==> config.mk <==
export PLATFORM = sky130hd
export DESIGN_NAME = cram_macro_seq
export DESIGN_NICKNAME = d
export VERILOG_FILES = /design/src/rtl/cram_macro_seq.sv
export SDC_FILE = /design/constraint.sdc
export NUM_CORES = 1
export LEC_CHECK = 0
export CAP_MARGIN = 15
export CORE_UTILIZATION = 52
export DETAILED_ROUTE_END_ITERATION = 7
export PLACE_DENSITY = 0.76
export SLEW_MARGIN = 20
export SYNTH_ARGS = -nofsm -noshare
export SYNTH_HDL_FRONTEND = slang
export SYNTH_SLANG_ARGS = --single-unit
==> constraint.sdc <==
create_clock -name clk_i -period 5.1 [get_ports clk_i]
set_clock_uncertainty 0.15 [all_clocks]
set_input_delay 1.02 -clock clk_i [delete_from_list [all_inputs] [get_ports clk_i]]
set_output_delay 1.02 -clock clk_i [all_outputs]
set_load 0.02 [all_outputs]
==> src/rtl/cram_macro_seq.sv <==
// Expands one vector macro command into a stream of bit-serial CRam instruction
// words, one per cycle, re-issuing any word that the host's SRAM write displaced.
module cram_macro_seq #(
    parameter int Col      = 256,
    parameter int MaxWidth = 32,
    parameter int TmpCol   = 255,
    parameter int AddrW    = $clog2(Col)
) (
    input  logic             clk_i,
    input  logic             rst_ni,
    input  logic             cmd_valid_i,
    output logic             cmd_ready_o,
    input  logic [2:0]       cmd_op_i,
    input  logic [AddrW-1:0] cmd_a_i,
    input  logic [AddrW-1:0] cmd_b_i,
    input  logic [AddrW-1:0] cmd_d_i,
    input  logic [5:0]       cmd_width_i,
    input  logic             cmd_pred_i,
    input  logic             cmd_cout_i,
    input  logic             host_we_i,
    output logic [31:0]      inst_o,
    output logic             busy_o,
    output logic             done_o,
    output logic             err_o
);
    localparam int ExtW = AddrW + 2;

    typedef enum logic [2:0] {IDLE, PRE, BODY, BODY2, POST} state_e;
    localparam logic [2:0] OpAnd = 3'd0, OpOr = 3'd1, OpXor = 3'd2, OpCpy = 3'd3,
                           OpNot = 3'd4, OpAdd = 3'd5, OpSub = 3'd6, OpRsv = 3'd7;
    localparam logic [3:0] CrCpy = 4'd7, CrInv = 4'd8, CrAdd = 4'd6, CrStc = 4'd11,
                           CrSc = 4'd13, CrCc = 4'd14;

    state_e             state_q, state_d;
    logic [4:0]         idx_q, idx_d;
    logic [31:0]        inst_q, inst_d;
    logic               done_q, done_d, err_q, err_d, latch;
    logic [2:0]         op_q, op_s;
    logic [AddrW-1:0]   a_q, b_q, d_q, a_s, b_s, d_s;
    logic [5:0]         w_q, w_s;
    logic               pred_q, cout_q, pred_s, cout_s;

    logic               arith, uses_b, cmd_ok, stall, last;
    logic [ExtW-1:0]    a_end, b_end, d_end, tmp;
    logic [3:0]         opc;
    logic [AddrW-1:0]   fa, fb, fd;

    // Range checks use widened sums so nothing wraps before the compare.
    always_comb begin
        arith  = (cmd_op_i == OpAdd) || (cmd_op_i == OpSub);
        uses_b = (cmd_op_i <= OpXor) || arith;
        tmp    = ExtW'(TmpCol);
        a_end  = ExtW'(cmd_a_i) + ExtW'(cmd_width_i);
        b_end  = ExtW'(cmd_b_i) + ExtW'(cmd_width_i);
        d_end  = ExtW'(cmd_d_i) + ExtW'(cmd_width_i);
        cmd_ok = 1'b1;
        if (cmd_width_i == 6'd0 || 32'(cmd_width_i) > MaxWidth) cmd_ok = 1'b0;
        if (cmd_op_i == OpRsv) cmd_ok = 1'b0;
        if (a_end > ExtW'(Col)) cmd_ok = 1'b0;
        if (uses_b && b_end > ExtW'(Col)) cmd_ok = 1'b0;
        if (d_end + ExtW'(arith & cmd_cout_i) > ExtW'(Col)) cmd_ok = 1'b0;
        if (cmd_op_i == OpSub &&
            ((tmp >= ExtW'(cmd_a_i) && tmp < a_end) ||
             (tmp >= ExtW'(cmd_b_i) && tmp < b_end) ||
             (tmp >= ExtW'(cmd_d_i) && tmp < d_end)))
            cmd_ok = 1'b0;
    end

    // In IDLE the word being built comes straight from the command inputs.
    always_comb begin
        op_s   = (state_q == IDLE) ? cmd_op_i    : op_q;
        a_s    = (state_q == IDLE) ? cmd_a_i     : a_q;
        b_s    = (state_q == IDLE) ? cmd_b_i     : b_q;
        d_s    = (state_q == IDLE) ? cmd_d_i     : d_q;
        w_s    = (state_q == IDLE) ? cmd_width_i : w_q;
        pred_s = (state_q == IDLE) ? cmd_pred_i  : pred_q;
        cout_s = (state_q == IDLE) ? cmd_cout_i  : cout_q;
    end

    always_comb begin
        state_d = state_q;
        idx_d   = idx_q;
        inst_d  = inst_q;
        done_d  = 1'b0;
        err_d   = 1'b0;
        latch   = 1'b0;
        opc     = 4'd0;
        fa      = '0;
        fb      = '0;
        fd      = '0;
        stall   = host_we_i && inst_q[31];
        last    = (6'({1'b0, idx_q}) + 6'd1) == w_q;
        if (!stall) begin
            unique case (state_q)
                IDLE: if (cmd_valid_i) begin
                    if (!cmd_ok) err_d = 1'b1;
                    else begin
                        latch   = 1'b1;
                        idx_d   = '0;
                        state_d = (cmd_op_i == OpAdd || cmd_op_i == OpSub) ? PRE : BODY;
                    end
                end
                PRE:  state_d = BODY;
                BODY, BODY2: begin
                    if (state_q == BODY && op_q == OpSub) state_d = BODY2;
                    else if (!last) begin
                        idx_d   = idx_q + 5'd1;
                        state_d = BODY;
                    end else if ((op_q == OpAdd || op_q == OpSub) && cout_q) state_d = POST;
                    else begin
                        state_d = IDLE;
                        done_d  = 1'b1;
                    end
                end
                POST: begin
                    state_d = IDLE;
                    done_d  = 1'b1;
                end
                default: state_d = IDLE;
            endcase

            unique case (state_d)
                PRE:  opc = (op_s == OpSub) ? CrSc : CrCc;
                BODY: begin
                    fa = a_s + AddrW'(idx_d);
                    fd = d_s + AddrW'(idx_d);
                    unique case (op_s)
                        OpCpy:   opc = CrCpy;
                        OpNot:   opc = CrInv;
                        OpAdd:   begin opc = CrAdd; fb = b_s + AddrW'(idx_d); end
                        OpSub:   begin opc = CrInv; fa = b_s + AddrW'(idx_d); fd = AddrW'(TmpCol); end
                        default: begin opc = {1'b0, op_s}; fb = b_s + AddrW'(idx_d); end
                    endcase
                end
                BODY2: begin
                    opc = CrAdd;
                    fa  = a_s + AddrW'(idx_d);
                    fb  = AddrW'(TmpCol);
                    fd  = d_s + AddrW'(idx_d);
                end
                POST:    begin opc = CrStc; fd = d_s + AddrW'(w_s); end
                default: opc = 4'd0;
            endcase
            inst_d = (state_d == IDLE) ? 32'h0 : {1'b1, 2'b00, pred_s, opc, fa, fb, fd};
        end
    end

    always_ff @(posedge clk_i or negedge rst_ni) begin
        if (!rst_ni) begin
            state_q <= IDLE;
            idx_q   <= '0;
            inst_q  <= '0;
            done_q  <= 1'b0;
            err_q   <= 1'b0;
            op_q    <= '0;
            a_q     <= '0;
            b_q     <= '0;
            d_q     <= '0;
            w_q     <= '0;
            pred_q  <= 1'b0;
            cout_q  <= 1'b0;
        end else begin
            state_q <= state_d;
            idx_q   <= idx_d;
            inst_q  <= inst_d;
            done_q  <= done_d;
            err_q   <= err_d;
            if (latch) begin
                op_q   <= cmd_op_i;
                a_q    <= cmd_a_i;
                b_q    <= cmd_b_i;
                d_q    <= cmd_d_i;
                w_q    <= cmd_width_i;
                pred_q <= cmd_pred_i;
                cout_q <= cmd_cout_i;
            end
        end
    end

    assign inst_o      = inst_q;
    assign cmd_ready_o = (state_q == IDLE);
    assign busy_o      = (state_q != IDLE);
    assign done_o      = done_q;
    assign err_o       = err_q;
endmodule

Word level (Yosys, flattened, before mapping)
Index checks and enable logic that the tools add are counted.
{"block": "totals", "word_cells": 116, "output_inout_bits": 36, "regBits": 77, "inputBits": 39}
{"block": "op_classes", "n_mux": 49, "n_eq_ne": 18, "n_lt_le_gt_ge": 8, "n_reduce_logical": 18, "add_sub_neg": 10, "n_bitwise": 1}
{"cell": "8-bit two-way mux", "n": 6}
{"cell": "32-bit two-way mux", "n": 1}
{"cell": "8-bit case mux with 2 select lines", "n": 2}
{"cell": "3-bit == test (second input constant)", "n": 10}
{"cell": "8-bit by 6-bit adder with 9-bit output", "n": 3}
{"cell": "8-bit by 9-bit less-than comparator with 1-bit output (first input constant)", "n": 3}
{"cell": "5-bit two-way mux", "n": 5}
{"cell": "8-bit by 5-bit adder with 8-bit output", "n": 3}
{"cell": "8-bit case mux with 3 select lines", "n": 1}
{"cell": "3-bit two-way mux", "n": 7}
{"cell": "1-bit two-way mux", "n": 19}
{"cell": "9-bit greater-than comparator (second input constant)", "n": 2}
{"cell": "4-bit case mux with 4 select lines", "n": 1}
{"cell": "3-bit by 2-bit == test with 1-bit output (second input constant)", "n": 5}
{"cell": "4-bit case mux with 3 select lines", "n": 1}
{"cell": "9-bit by 1-bit adder with 10-bit output", "n": 1}
{"cell": "10-bit by 9-bit greater-than comparator with 1-bit output (second input constant)", "n": 1}
{"cell": "5-bit case mux with 2 select lines", "n": 1}
{"cell": "3-bit case mux with 3 select lines", "n": 1}
{"cell": "8-bit by 6-bit adder with 8-bit output", "n": 1}
{"cell": "5-bit by 1-bit adder with 6-bit output (second input constant)", "n": 1}
{"cell": "3-bit by 1-bit == test with 1-bit output (second input constant)", "n": 2}
{"cell": "6-bit == test", "n": 1}
{"cell": "6-bit greater-than comparator (second input constant)", "n": 1}
{"cell": "13 further kinds", "n": 25}

Longest topological paths before layout
Gate-level depths: netlist (run 1).
{"block": "logic_depth", "depth_word": 16, "mapped_depth": 27, "ltp_nobuf": 25}

Worst setup path before layout (run 1)
Ideal clock, no wire load.
{"block": "synth_timing", "kind": "in2reg", "from": "in cmd_op_i[1]", "to": "reg inst_q[22] (netlist: inst_o[22])", "t_arrival_ns": 5.732, "t_required_ns": 4.824, "slack_ns": -0.908, "stages": 25, "path_buffers": 2, "setup_ns": 0.126, "path_cell_list": "clkbuf_1 -> xor2_1 -> and3_1 -> ha_1 -> ha_1 -> or4_1 -> a32o_1 -> a2111oi_2 -> a21o_2 -> o311ai_4 -> nor2_4 -> buf_4 -> nor2_1 -> mux2_2 -> ha_1 -> fa_1 -> a21o_1 -> a21oi_1 -> inv_1 -> a21oi_1 -> nor2_1 -> xnor2_1 -> nor2b_1 -> o21ai_0 -> a21oi_1"}
{"block": "synth_between", "elab_chain_cells": 15, "word_cells_on_any_way": 35, "classes_between": "3 x add/sub; 2 x order compare; 6 x eq/ne; 18 x mux; 1 x bitwise; 5 x reduce/logical"}
{"item": "start, declared", "line": "13", "source": "input logic [2:0] cmd_op_i,"}
{"item": "3-bit == test, on equally long branches", "line": "50, 100, 62"}
{"item": "1-bit logical OR", "line": "50, 100"}
{"item": "1-bit AND or 1-bit logical OR (tied branches)", "line": "61, 51"}
{"item": "9-bit by 1-bit adder with 10-bit output or 1-bit logical AND (tied branches)", "line": "61, 60"}
{"item": "10-bit by 9-bit greater-than comparator with 1-bit output or 1-bit two-way mux (tied branches)", "line": "61, 60"}
{"item": "1-bit two-way mux", "line": "61", "source": "if (d_end + ExtW'(arith & cmd_cout_i) > ExtW'(Col)) cmd_ok = 1'b0;"}
{"item": "1-bit two-way mux", "line": "62", "source": "if (cmd_op_i == OpSub &&"}
{"item": "5-bit two-way mux", "line": "96", "source": "if (!cmd_ok) err_d = 1'b1;"}
{"item": "5-bit two-way mux", "line": "95", "source": "IDLE: if (cmd_valid_i) begin"}
{"item": "5-bit case mux with 2 select lines", "line": "94", "source": "unique case (state_q)"}
{"item": "5-bit two-way mux", "line": "93", "source": "if (!stall) begin"}
{"item": "8-bit by 5-bit adder with 8-bit output, on equally long branches", "line": "125, 137, 131"}
{"item": "8-bit two-way mux", "line": "127", "source": "unique case (op_s)"}
{"item": "8-bit case mux with 2 select lines", "line": "122", "source": "unique case (state_d)"}
{"item": "32-bit two-way mux (*)", "line": "144", "source": "inst_d = (state_d == IDLE) ? 32'h0 : {1'b1, 2'b00, pred_s, opc, fa, fb, fd};"}
{"item": "end signal, assigned", "line": "165", "source": "inst_q <= inst_d;"}
{"item": "end, declared", "line": "36", "source": "logic [31:0] inst_q, inst_d;"}
Every way passes the cells marked *; elsewhere a longest branch is shown, timed or not. The select of a mux whose other input is x is not followed.
A chain may end at the register's enable or synchronous reset.

Final worst setup path (run 1)
{"block": "layout_timing", "from": "in cmd_width_i[0]", "to": "reg inst_q[14] (netlist: inst_o[14])"}
{"block": "layout_between", "elab_chain_cells": 16, "word_cells_on_any_way": 38, "classes_between": "5 x add/sub; 7 x order compare; 2 x eq/ne; 17 x mux; 7 x reduce/logical"}
{"item": "start, declared", "line": "17", "source": "input logic [5:0] cmd_width_i,"}
{"item": "parallel branches: the longest is 7 deep, another holds 9-bit by 1-bit adder with 10-bit output"}
{"item": "1-bit two-way mux (*)", "line": "62"}
{"item": "5-bit two-way mux", "line": "96"}
{"item": "5-bit two-way mux", "line": "95"}
{"item": "5-bit case mux with 2 select lines", "line": "94"}
{"item": "5-bit two-way mux", "line": "93"}
{"item": "8-bit by 5-bit adder with 8-bit output", "line": "130, 132"}
{"item": "8-bit two-way mux"}
{"item": "8-bit case mux with 2 select lines", "line": "122"}
{"item": "32-bit two-way mux (*)", "line": "144"}
Mark *: on every way between the ends. The select of a mux whose other input is x is not followed.

==> results of run 1 <==
-- synthesized netlist by cell type, drive strengths merged, types with 3 or more instances --
| library cell | instances | area share (%) |
|---|---|---|
| nand3 | 17 | 1.5 |
| nor3 | 16 | 1.5 |
| a31oi | 7 | 0.75 |
| and3 | 4 | 0.43 |
| mux2i | 14 | 2.4 |
| o211a | 3 | 0.51 |
| inv | 20 | 1.3 |
| a22o | 4 | 0.60 |
| nor2 | 61 | 4.1 |
| xor2 | 19 | 3.0 |
| xnor2 | 18 | 2.7 |
| a21oi | 44 | 3.8 |
| nor3b | 4 | 0.51 |
| or2 | 3 | 0.32 |
| o21ai | 37 | 3.2 |
| clkbuf | 16 | 1.0 |
| nand4 | 4 | 0.43 |
| dfrtp | 75 | 32 |
| o21bai | 4 | 0.51 |
| a211oi | 9 | 1.3 |
| or3 | 4 | 0.43 |
| nand2b | 3 | 0.32 |
| mux2 | 59 | 12 |
| and2 | 4 | 0.43 |
| fa | 7 | 2.4 |
| ha | 42 | 9.0 |
| buf | 11 | 1.6 |
| nand2 | 36 | 2.4 |
| nand3b | 3 | 0.39 |
| a21o | 18 | 2.3 |
| o31ai | 3 | 0.39 |
| nor2b | 5 | 0.54 |
-- layout by cell type, fill, tap and decap left out, drive strengths merged, types with 5 or more instances in the layout --
master         count
a21oi             44
inv               20
nor3              16
o21ai             37
a21o              18
dlymetal6s2s       7
mux2i             14
fa                 7
xnor2             18
nand3             17
clkbuf            13
a211oi             9
nand2             36
buf              123
clkdlybuf4s50     58
nor2              61
nor2b              5
xor2              19
ha                42
a31oi              7
dfrtp             75
mux2              59
-- tightest hold or removal path: stages, from the launching register on --
cell	delay (ns)
dfrtp_1	0.35
nand2_1	0.05
o31ai_1	0.05
-- layer usage --
| metal | up-vias | share of wire (%) | global-route usage (%) |
|---|---|---|---|
| li1 | 2569 | - | - |
| met5 | - | 0 | 0 |
| met1 | 2591 | 41 | 37.6 |
| met4 | 0 | 4.4 | 15.9 |
| met2 | 231 | 48 | 50.1 |
| met3 | 67 | 6.8 | 6.93 |
-- kinds of logic (layout without fill, tap and decap cells) --
family                     Yosys count  count (layout)  synth area share, %
AOI/OAI and AO/OA                  155             155                 18.0
xor gates and xnor gates            37              37                 5.68
adders and majority gates           50              50                 11.6
buffers and inverters               47             227                 3.90
DFF                                 75              75                 32.2
muxes                               73              73                 14.1
other                                1               2               0.0642
and+or+nand+nor                    173             173                 14.5
-- final timing paths --
check / startpoint / to / slack (ns) / cells past startpoint
setup / recovery: cmd_width_i[0] / inst_o[14] / -0.26 / 25
hold / removal: inst_o[28] / inst_o[28] / 0.34 / 2
setup reg to reg: idx_q[0] / inst_o[14] / 0.60 / 19
hold reg to reg: inst_o[28] / inst_o[28] / 0.34 / 2
max in group asynchronous: rst_ni / inst_o[7] / 3.56 / 1
min in group asynchronous: rst_ni / inst_o[10] / 0.64 / 1
-- timing repair --
action                                  CTS  global route
endpoints found under the setup margin   21            19
pin swaps                                55            49
buffers inserted                         13            10
gates resized for setup                  48            56
-- flip-flops by register name, summed over array words and instances, names as in the netlist, 3 cells and up --
signal,count
a_q,8
b_q,8
d_q,8
idx_q,5
inst_o,30
op_q,3
state_q,3
w_q,6
-- cell type report --
class	count	share of cell area, %
clock buffer	11	1.74
multi-input combinational	490	51.4
tap	140	2.15
inverter	20	0.921
timing repair buffer	192	20.4
clock inverter	4	0.338
sequential	75	23.0
-- report_power, final --
group | switching, mW | internal [mW] | leakage [nW]
logic | 1.80 | 1.84 | 2.72
registers | 0.192 | 0.869 | 0.940
clock network | 0.228 | 0.187 | 0.0891
total | 2.22 | 2.90 | 3.75
-- metrics by stage --
| stage | setup slack [ns] | instance area [um2] |
|---|---|---|
| 2_1_floorplan | -0.471 | 5940 |
| 3_3_place_gp | -0.961 | 7430 |
| 3_5_place_dp | -1.17 | 7430 |
| 4_1_cts | -0.379 | 7840 |
| 5_1_grt | -0.460 | 8150 |
| 6_report | -0.264 | 8150 |
==> results.py, run 1 <==
metrics = {
    "timing": {
        "maxSlewViolCount": 0,
        "setup_violations": 14,
        "fin_crit_ns": 5.36,
        "clock.fmax_mhz": 186,
        "finalCritPeriodShare_pct": 105,
        "hold_violations": 0,
        "rsz0062_at_grt": "true",
        "worstMarginPinSlew_ns": 1.06,
        "worst_hold_slack_ns": 0.339,
        "slew_headroom_pct": 28.8,
        "finalSetupTns_ns": -2.26,
        "setup_ws_ns": -0.264,
    },
    "final_layout": {
        "antenna_cells": 0,
        "nets": 876,
        "drive_gt1_share_pct": 35.7,
        "syn_to_final_growth_pct": 39.6,
        "post-route-util_pct": 74.8,
        "stdcell_count": 932,
        "fillers": 749,
        "regArea_um2": 1880,
        "multi_input_area_um2": 4190,
    },
    "place": {
        "dpl.cell_count": 897,
        "io_buffer_count": 72,
        "post-dp-hpwl_um": 12400,
        "gp_congestion": 0.880,
    },
    "power_and_ir_drop": {
        "power_mw": 5.11,
        "leakagePower_nw": 3.75,
        "power.density_nw_per_um2": 627,
        "irDropWorstVdd_mv": 0.360,
    },
    "worst_setup_path": {
        "worst_ep_arrival_time_ns": 5.50,
        "crit_path_end_kind": "flop",
        "cp_slowest_cell": "fa_2",
        "crit_fanout": 5,
        "crit_family": "compound AO/OA/AOI/OAI gates",
        "crit_top_cell": "buf_4",
        "critPathRequiredTime_ns": 5.24,
        "crit_path_start_kind": "input port",
        "crit_buf_inv": 5,
        "critPathKind": "in2reg",
        "slowest_delay_ns": 0.36,
    },
    "global_route": {
        "grt_pass1_wl_um": 27400,
        "grt_pass1_vias": 5600,
        "grt_usage_pct": 30.6,
        "overflow": 0,
        "grt_max_degree": 76,
        "antenna_found_initial": 0,
    },
    "route": {
        "drtIter0Drc": 288,
        "drc": 0,
        "vias": 5458,
        "firstDrtPassIters": 5,
        "wirelength_um": 17000,
        "postRouteAntennaNets": 0,
        "avgViaCountPerCell": 5.86,
        "wl_per_cell_um": 18.3,
    },
    "synth": {
        "ys_seq_elements": 75,
        "synth_edf_count": 0,
        "avgSynthCellArea_um2": 9.55,
        "synthesis.area_um2": 5840,
        "async_flop_share_pct": 100,
        "seq_area_frac_synth_pct": 32.2,
        "synth_warnings": 0,
        "yosys_most_used_dff": "dfrtp_1",
        "synth_cell_types": 74,
        "synthCells": 611,
    },
    "die": {
        "io-pin-count": 75,
        "floorplan.initialDensity_pct": 53.6,
        "coreArea_um2": 10900,
        "dieWidth_um": 108,
        "rows": 38,
        "die_h_um": 108,
        "dieArea_um2": 11700,
    },
    "run_status": {
        "violations": "negative setup slack",
        "status": "complete, but fails checks",
    },
    "clock_network": {
        "tritoncts": "yes",
        "clk_latency_ns": 0.36,
        "max-clock-path-buffers": 2,
        "clock-sinks": 75,
        "numCtsBuffers": 9,
        "clockRootBuffer": "clkbuf_8",
        "hold_buffers": 0,
        "cts-htree-levels": 3,
        "clk_pin_slew_ns": 0.07,
    },
    "min_path": {
        "hold_path.class": "reg2reg",
    },
    "flow_run": {
        "drv_cap": 0,
    },
}
Power figures use the tool's default switching activity.
==> inputs of run 2 (changes only) <==
--- a/config.mk
+++ b/config.mk
@@ -5,10 +5,10 @@
 export SDC_FILE = /design/constraint.sdc
 export NUM_CORES = 1
 export LEC_CHECK = 0
-export CAP_MARGIN = 15
 export CORE_UTILIZATION = 52
 export DETAILED_ROUTE_END_ITERATION = 7
 export PLACE_DENSITY = 0.76
+export REMOVE_ABC_BUFFERS = 1
 export SLEW_MARGIN = 20
 export SYNTH_ARGS = -nofsm -noshare
 export SYNTH_HDL_FRONTEND = slang
==> results.py, run 2 (synthesis gave the netlist of run 1 again) <==
metrics = {
    "route": {
        "drtIter0Drc": 460,
        "wl_per_cell_um": 20.4,
        "drc": 0,
        "firstDrtPassIters": 6,
        "vias": 5716,
        "avgViaCountPerCell": 6.13,
        "wirelength_um": 19000,
        "postRouteAntennaNets": 0,
    },
    "timing": {
        "fin_crit_ns": 5.61,
        "finalCritPeriodShare_pct": 110,
        "worstMarginPinSlew_ns": 1.11,
        "finalSetupTns_ns": -2.97,
        "clock.fmax_mhz": 178,
        "setup_violations": 14,
        "setup_ws_ns": -0.512,
        "worst_hold_slack_ns": 0.341,
        "slew_headroom_pct": 25.1,
        "rsz0062_at_grt": "true",
        "maxSlewViolCount": 0,
        "hold_violations": 0,
    },
    "worst_setup_path": {
        "crit_path_end_kind": "flop",
        "cp_slowest_cell": "clkdlybuf4s50_1",
        "crit_family": "compound AO/OA/AOI/OAI gates",
        "critPathKind": "in2reg",
        "crit_fanout": 3,
        "worst_ep_arrival_time_ns": 5.72,
        "crit_path_start_kind": "input port",
        "slowest_delay_ns": 0.47,
        "critPathRequiredTime_ns": 5.21,
        "crit_chain": "clkdlybuf4s50_1 > buf_4 > ha_1 > a211oi_1 > o21ai_0 > a21o_1 > a211oi_2 > o211a_4 > o311ai_4 > nor2_4 > nor2_2 > mux2_4 > ha_4 > fa_2 > a21o_1 > a21oi_2 > inv_1 > a21oi_2 > nor2_1 > xnor2_1 > buf_4 > a21oi_1 > a21oi_1",
        "crit_buf_inv": 4,
    },
    "run_status": {
        "status": "complete, but fails checks",
        "violations": "negative setup slack",
    },
    "final_layout": {
        "layout_commonest_cell": "buf_4",
        "drive_gt1_share_pct": 37.2,
        "mostFrequentLayoutCells": "buf_4, dfrtp_1, nor2_1",
        "antenna_cells": 0,
        "fillers": 691,
        "nets": 875,
        "largest_register_ffs": 30,
        "final_area_um2": 8320,
        "syn_to_final_growth_pct": 42.5,
    },
    "global_route": {
        "overflow": 0,
        "grt_usage_pct": 30.8,
        "grt_max_degree": 76,
        "grt_pass1_vias": 5458,
        "grt_pass1_wl_um": 27400,
        "antenna_found_initial": 0,
    },
    "min_path": {
        "hold_path.class": "reg2reg",
    },
    "die": {
        "dieWidth_um": 108,
        "rows": 38,
        "floorplan.initialDensity_pct": 53.6,
        "coreArea_um2": 10900,
        "dieArea_um2": 11700,
        "io-pin-count": 75,
        "die_h_um": 108,
    },
    "clock_network": {
        "clockRootBuffer": "clkbuf_8",
        "hold_buffers": 0,
        "cts-htree-levels": 3,
        "clk_pin_slew_ns": 0.09,
        "clock-sinks": 75,
        "numCtsBuffers": 9,
        "tritoncts": "yes",
        "max-clock-path-buffers": 2,
        "clk_latency_ns": 0.37,
    },
    "place": {
        "post_dp_cell_area_um2": 7380,
        "post-dp-hpwl_um": 12400,
        "io_buffer_count": 72,
        "gp_congestion": 0.960,
    },
    "flow_run": {
        "drv_cap": 0,
    },
    "power_and_ir_drop": {
        "power.density_nw_per_um2": 676,
        "irDropWorstVdd_mv": 0.336,
        "leakagePower_nw": 3.74,
    },
}
## run 2: cell types whose count changed in the layout (fill, tap and decap cells not counted), moves of 6 or more
cell	change
dlygate4sd2_1	+9
buf_4	-10
ha_1	-8
a21oi_2	-8
buf_6	+8
dlymetal6s2s_1	-6
## run 2: layout make-up
cell class                 instances  area [um2]  share of cell area, %
clock buffer                      10         138                   1.65
clock inverter                     6        71.3                  0.858
inverter                          20        75.1                  0.903
multi-input combinational        490        4300                   51.6
sequential                        75        1880                   22.6
tap                              140         175                   2.11
timing repair buffer             191        1690                   20.3
## run 2: report_power, final
part	internal, mW	leakage, nW	switching [mW]
Combinational	2.03	2.70	2.02
Clock	0.244	0.0995	0.252
Sequential	0.869	0.940	0.211
## run 2: repair_timing
action | 4_1_cts | 5_1_grt
pin swaps | 59 | 57
gates resized for setup | 94 | 56
endpoints found under the setup margin | 21 | 17
buffers inserted | 12 | 12
## run 2: worst min-delay path, delay by kind of cell (launching register included)
family           cells  cell delay [ns]
AO/OA/AOI/OAI        1             0.06
AND/OR/NAND/NOR      1             0.06
flip-flops           1             0.35
## run 2: metrics by stage
stage                     total power, mW  cells  utilization, %  setup slack, ns
after global placement               4.03    899            67.8            -1.17
after detailed placement             4.13    899            67.8            -1.28
final                                5.63    932            76.4           -0.512
after CTS                            4.94    924            73.0           -0.169
after global routing                 5.94    932            76.4           -0.631
after floorplan                      2.89    585               -           -0.841
## run 2: routing by layer
metal	GRT usage, %	vias to the layer above	part of all wire [%]
met5	0	-	0
met4	13.7	0	4.2
met3	3.92	74	8.2
met2	51.8	315	48
met1	39.6	2757	39
li1	-	2570	-
## run 2: path summary, 6_finish.rpt
path | start | to | slack [ns] | cells past startpoint
worst max-delay path | cmd_b_i[1] | inst_o[22] | -0.51 | 23
worst min-delay path | inst_o[28] | inst_o[28] | 0.34 | 2
min in group asynchronous | rst_ni | a_q[1] | 0.65 | 1
max in group asynchronous | rst_ni | w_q[5] | 3.51 | 1
worst min register to register | inst_o[28] | inst_o[28] | 0.34 | 2
worst max register to register | idx_q[0] | inst_o[22] | 0.27 | 20
==> inputs of run 3 (changes only) <==
--- a/config.mk
+++ b/config.mk
@@ -9,6 +9,7 @@
 export DETAILED_ROUTE_END_ITERATION = 7
 export PLACE_DENSITY = 0.76
 export REMOVE_ABC_BUFFERS = 1
+export SETUP_SLACK_MARGIN = 0.2
 export SLEW_MARGIN = 20
 export SYNTH_ARGS = -nofsm -noshare
 export SYNTH_HDL_FRONTEND = slang
==> results.py, run 3 (synthesis gave the netlist of run 1 again) <==
metrics = {
    "run_status": {
        "status": "complete, but fails checks",
        "violations": "design-rule violations, negative setup slack",
    },
    "place": {
        "pre_cts_ws_ns": -1.28,
        "io_buffer_count": 72,
        "gp_congestion": 0.960,
        "post-dp-hpwl_um": 12400,
    },
    "clock_network": {
        "clock-sinks": 75,
        "cts-htree-levels": 3,
        "clockRootBuffer": "clkbuf_8",
        "clk_latency_ns": 0.38,
        "clk_pin_slew_ns": 0.10,
        "tritoncts": "yes",
        "hold_buffers": 0,
        "max-clock-path-buffers": 2,
        "numCtsBuffers": 9,
    },
    "worst_setup_path": {
        "crit_path_start_kind": "input port",
        "critPathKind": "in2reg",
        "crit_fanout": 5,
        "critPathRequiredTime_ns": 5.22,
        "crit_path_end_kind": "flop",
        "worst_ep_arrival_time_ns": 5.73,
    },
    "die": {
        "die_h_um": 108,
        "rows": 38,
        "floorplan.initialDensity_pct": 53.6,
        "coreArea_um2": 10900,
        "dieWidth_um": 108,
        "io-pin-count": 75,
        "dieArea_um2": 11700,
    },
    "route": {
        "firstDrtPassIters": 7,
        "drc": 1,
        "drtIter0Drc": 462,
        "vias": 5838,
        "wl_per_cell_um": 20.9,
        "avgViaCountPerCell": 6.21,
        "wirelength_um": 19600,
        "postRouteAntennaNets": 0,
    },
    "global_route": {
        "grt_pass1_vias": 5708,
        "grt_usage_pct": 32.3,
        "grt_max_degree": 76,
        "overflow": 0,
        "grt_pass1_wl_um": 28700,
        "antenna_found_initial": 0,
    },
    "timing": {
        "hold_violations": 0,
        "maxSlewViolCount": 0,
        "clock.fmax_mhz": 178,
        "slew_headroom_pct": 22.3,
        "setup_violations": 17,
        "setup_ws_ns": -0.512,
        "finalCritPeriodShare_pct": 110,
        "rsz0062_at_grt": "true",
        "fin_crit_ns": 5.61,
        "worstMarginPinSlew_ns": 1.15,
    },
    "power_and_ir_drop": {
        "power.density_nw_per_um2": 692,
        "irDropWorstVdd_mv": 0.364,
        "leakagePower_nw": 3.81,
    },
    "final_layout": {
        "drive_gt1_share_pct": 38.3,
        "layout_commonest_cell": "buf_4",
        "mostFrequentLayoutCells": "buf_4, dfrtp_1, nor2_1",
        "syn_to_final_growth_pct": 44.4,
        "antenna_cells": 0,
        "largest_register_ffs": 30,
        "nets": 883,
        "post-route-util_pct": 77.4,
    },
    "min_path": {
        "hold_path.class": "reg2reg",
    },
    "flow_run": {
        "drv_cap": 0,
    },
}
-- run 3: changes by cell type in the layout (fill, tap and decap cells not counted), sizes merged --
cell	before	now
buf	122	130
-- run 3: layout make-up --
cell class / instances / area, um2
Timing Repair Buffer: 199 / 1780
Tap cell: 140 / 175
Sequential cell: 75 / 1880
Fill cell: 654 / 2460
Multi-Input combinational cell: 490 / 4310
Clock inverter: 6 / 71.3
Inverter: 20 / 75.1
Clock buffer: 10 / 138
-- run 3: power by group --
group	internal, mW	switching [mW]
combinational	2.15	2.10
clock	0.244	0.258
sequential	0.869	0.209
total	3.26	2.57
-- run 3: per-stage QoR --
| stage | setup TNS, ns | hold WS, ns | cell area (um2) | instances | power [mW] |
|---|---|---|---|---|---|
| 3_3_place_gp | -19.25 | 0.314 | 7380 | 899 | 4.03 |
| 5_1_grt | -5.78 | 0.365 | 8430 | 940 | 6.12 |
| 4_1_cts | -0.769 | 0.348 | 8140 | 932 | 5.19 |
| 3_5_place_dp | -23.60 | 0.328 | 7380 | 899 | 4.13 |
| 2_1_floorplan | -8.53 | 0.323 | 5690 | 585 | 2.89 |
| 6_report | -3.76 | 0.342 | 8430 | 940 | 5.83 |
-- run 3: final timing paths --
path	start	to	slack (ns)	depth (start not counted)
max	cmd_a_i[0]	inst_o[22]	-0.51	25
min	inst_o[28]	inst_o[28]	0.34	2
max reg2reg	idx_q[0]	inst_o[22]	0.31	20
min reg2reg	inst_o[28]	inst_o[28]	0.34	2
max in group asynchronous	rst_ni	w_q[5]	3.50	1
min in group asynchronous	rst_ni	a_q[1]	0.65	1
-- run 3: layer usage --
layer,global-route usage [%],vias up,share of wire (%)
met4,16.5,0,4.6
met1,41.3,2840,40
met3,3.92,90,6.5
met2,53.8,318,49
li1,-,2590,-
met5,0,-,0
-- run 3: worst max-delay path: stages --
cell and delay (ns):
clkdlybuf4s50_1 0.48, ha_2 0.24, fa_1 0.41, a211oi_2 0.34, o21ai_1 0.13, o2111ai_2 0.10, nand3_1 0.12, a31oi_1 0.22
buf_4 0.17, o311ai_4 0.11, nor2_4 0.14, buf_4 0.13, buf_6 0.11, o21ai_1 0.06, a22o_1 0.25, buf_4 0.17
ha_1 0.35, a21oi_2 0.21, inv_1 0.09, a21oi_2 0.15, nor2_2 0.08, xnor2_2 0.18, nor2b_4 0.15, o21ai_2 0.21
a21oi_1 0.10
-- run 3: what timing repair did --
| action | 4_1_cts | 5_1_grt |
|---|---|---|
| setup endpoints to repair | 23 | 18 |
| gates resized for setup | 120 | 45 |
| pin swaps | 77 | 33 |
| setup buffers | 17 | 8 |
| gates cloned | 0 | 0 |
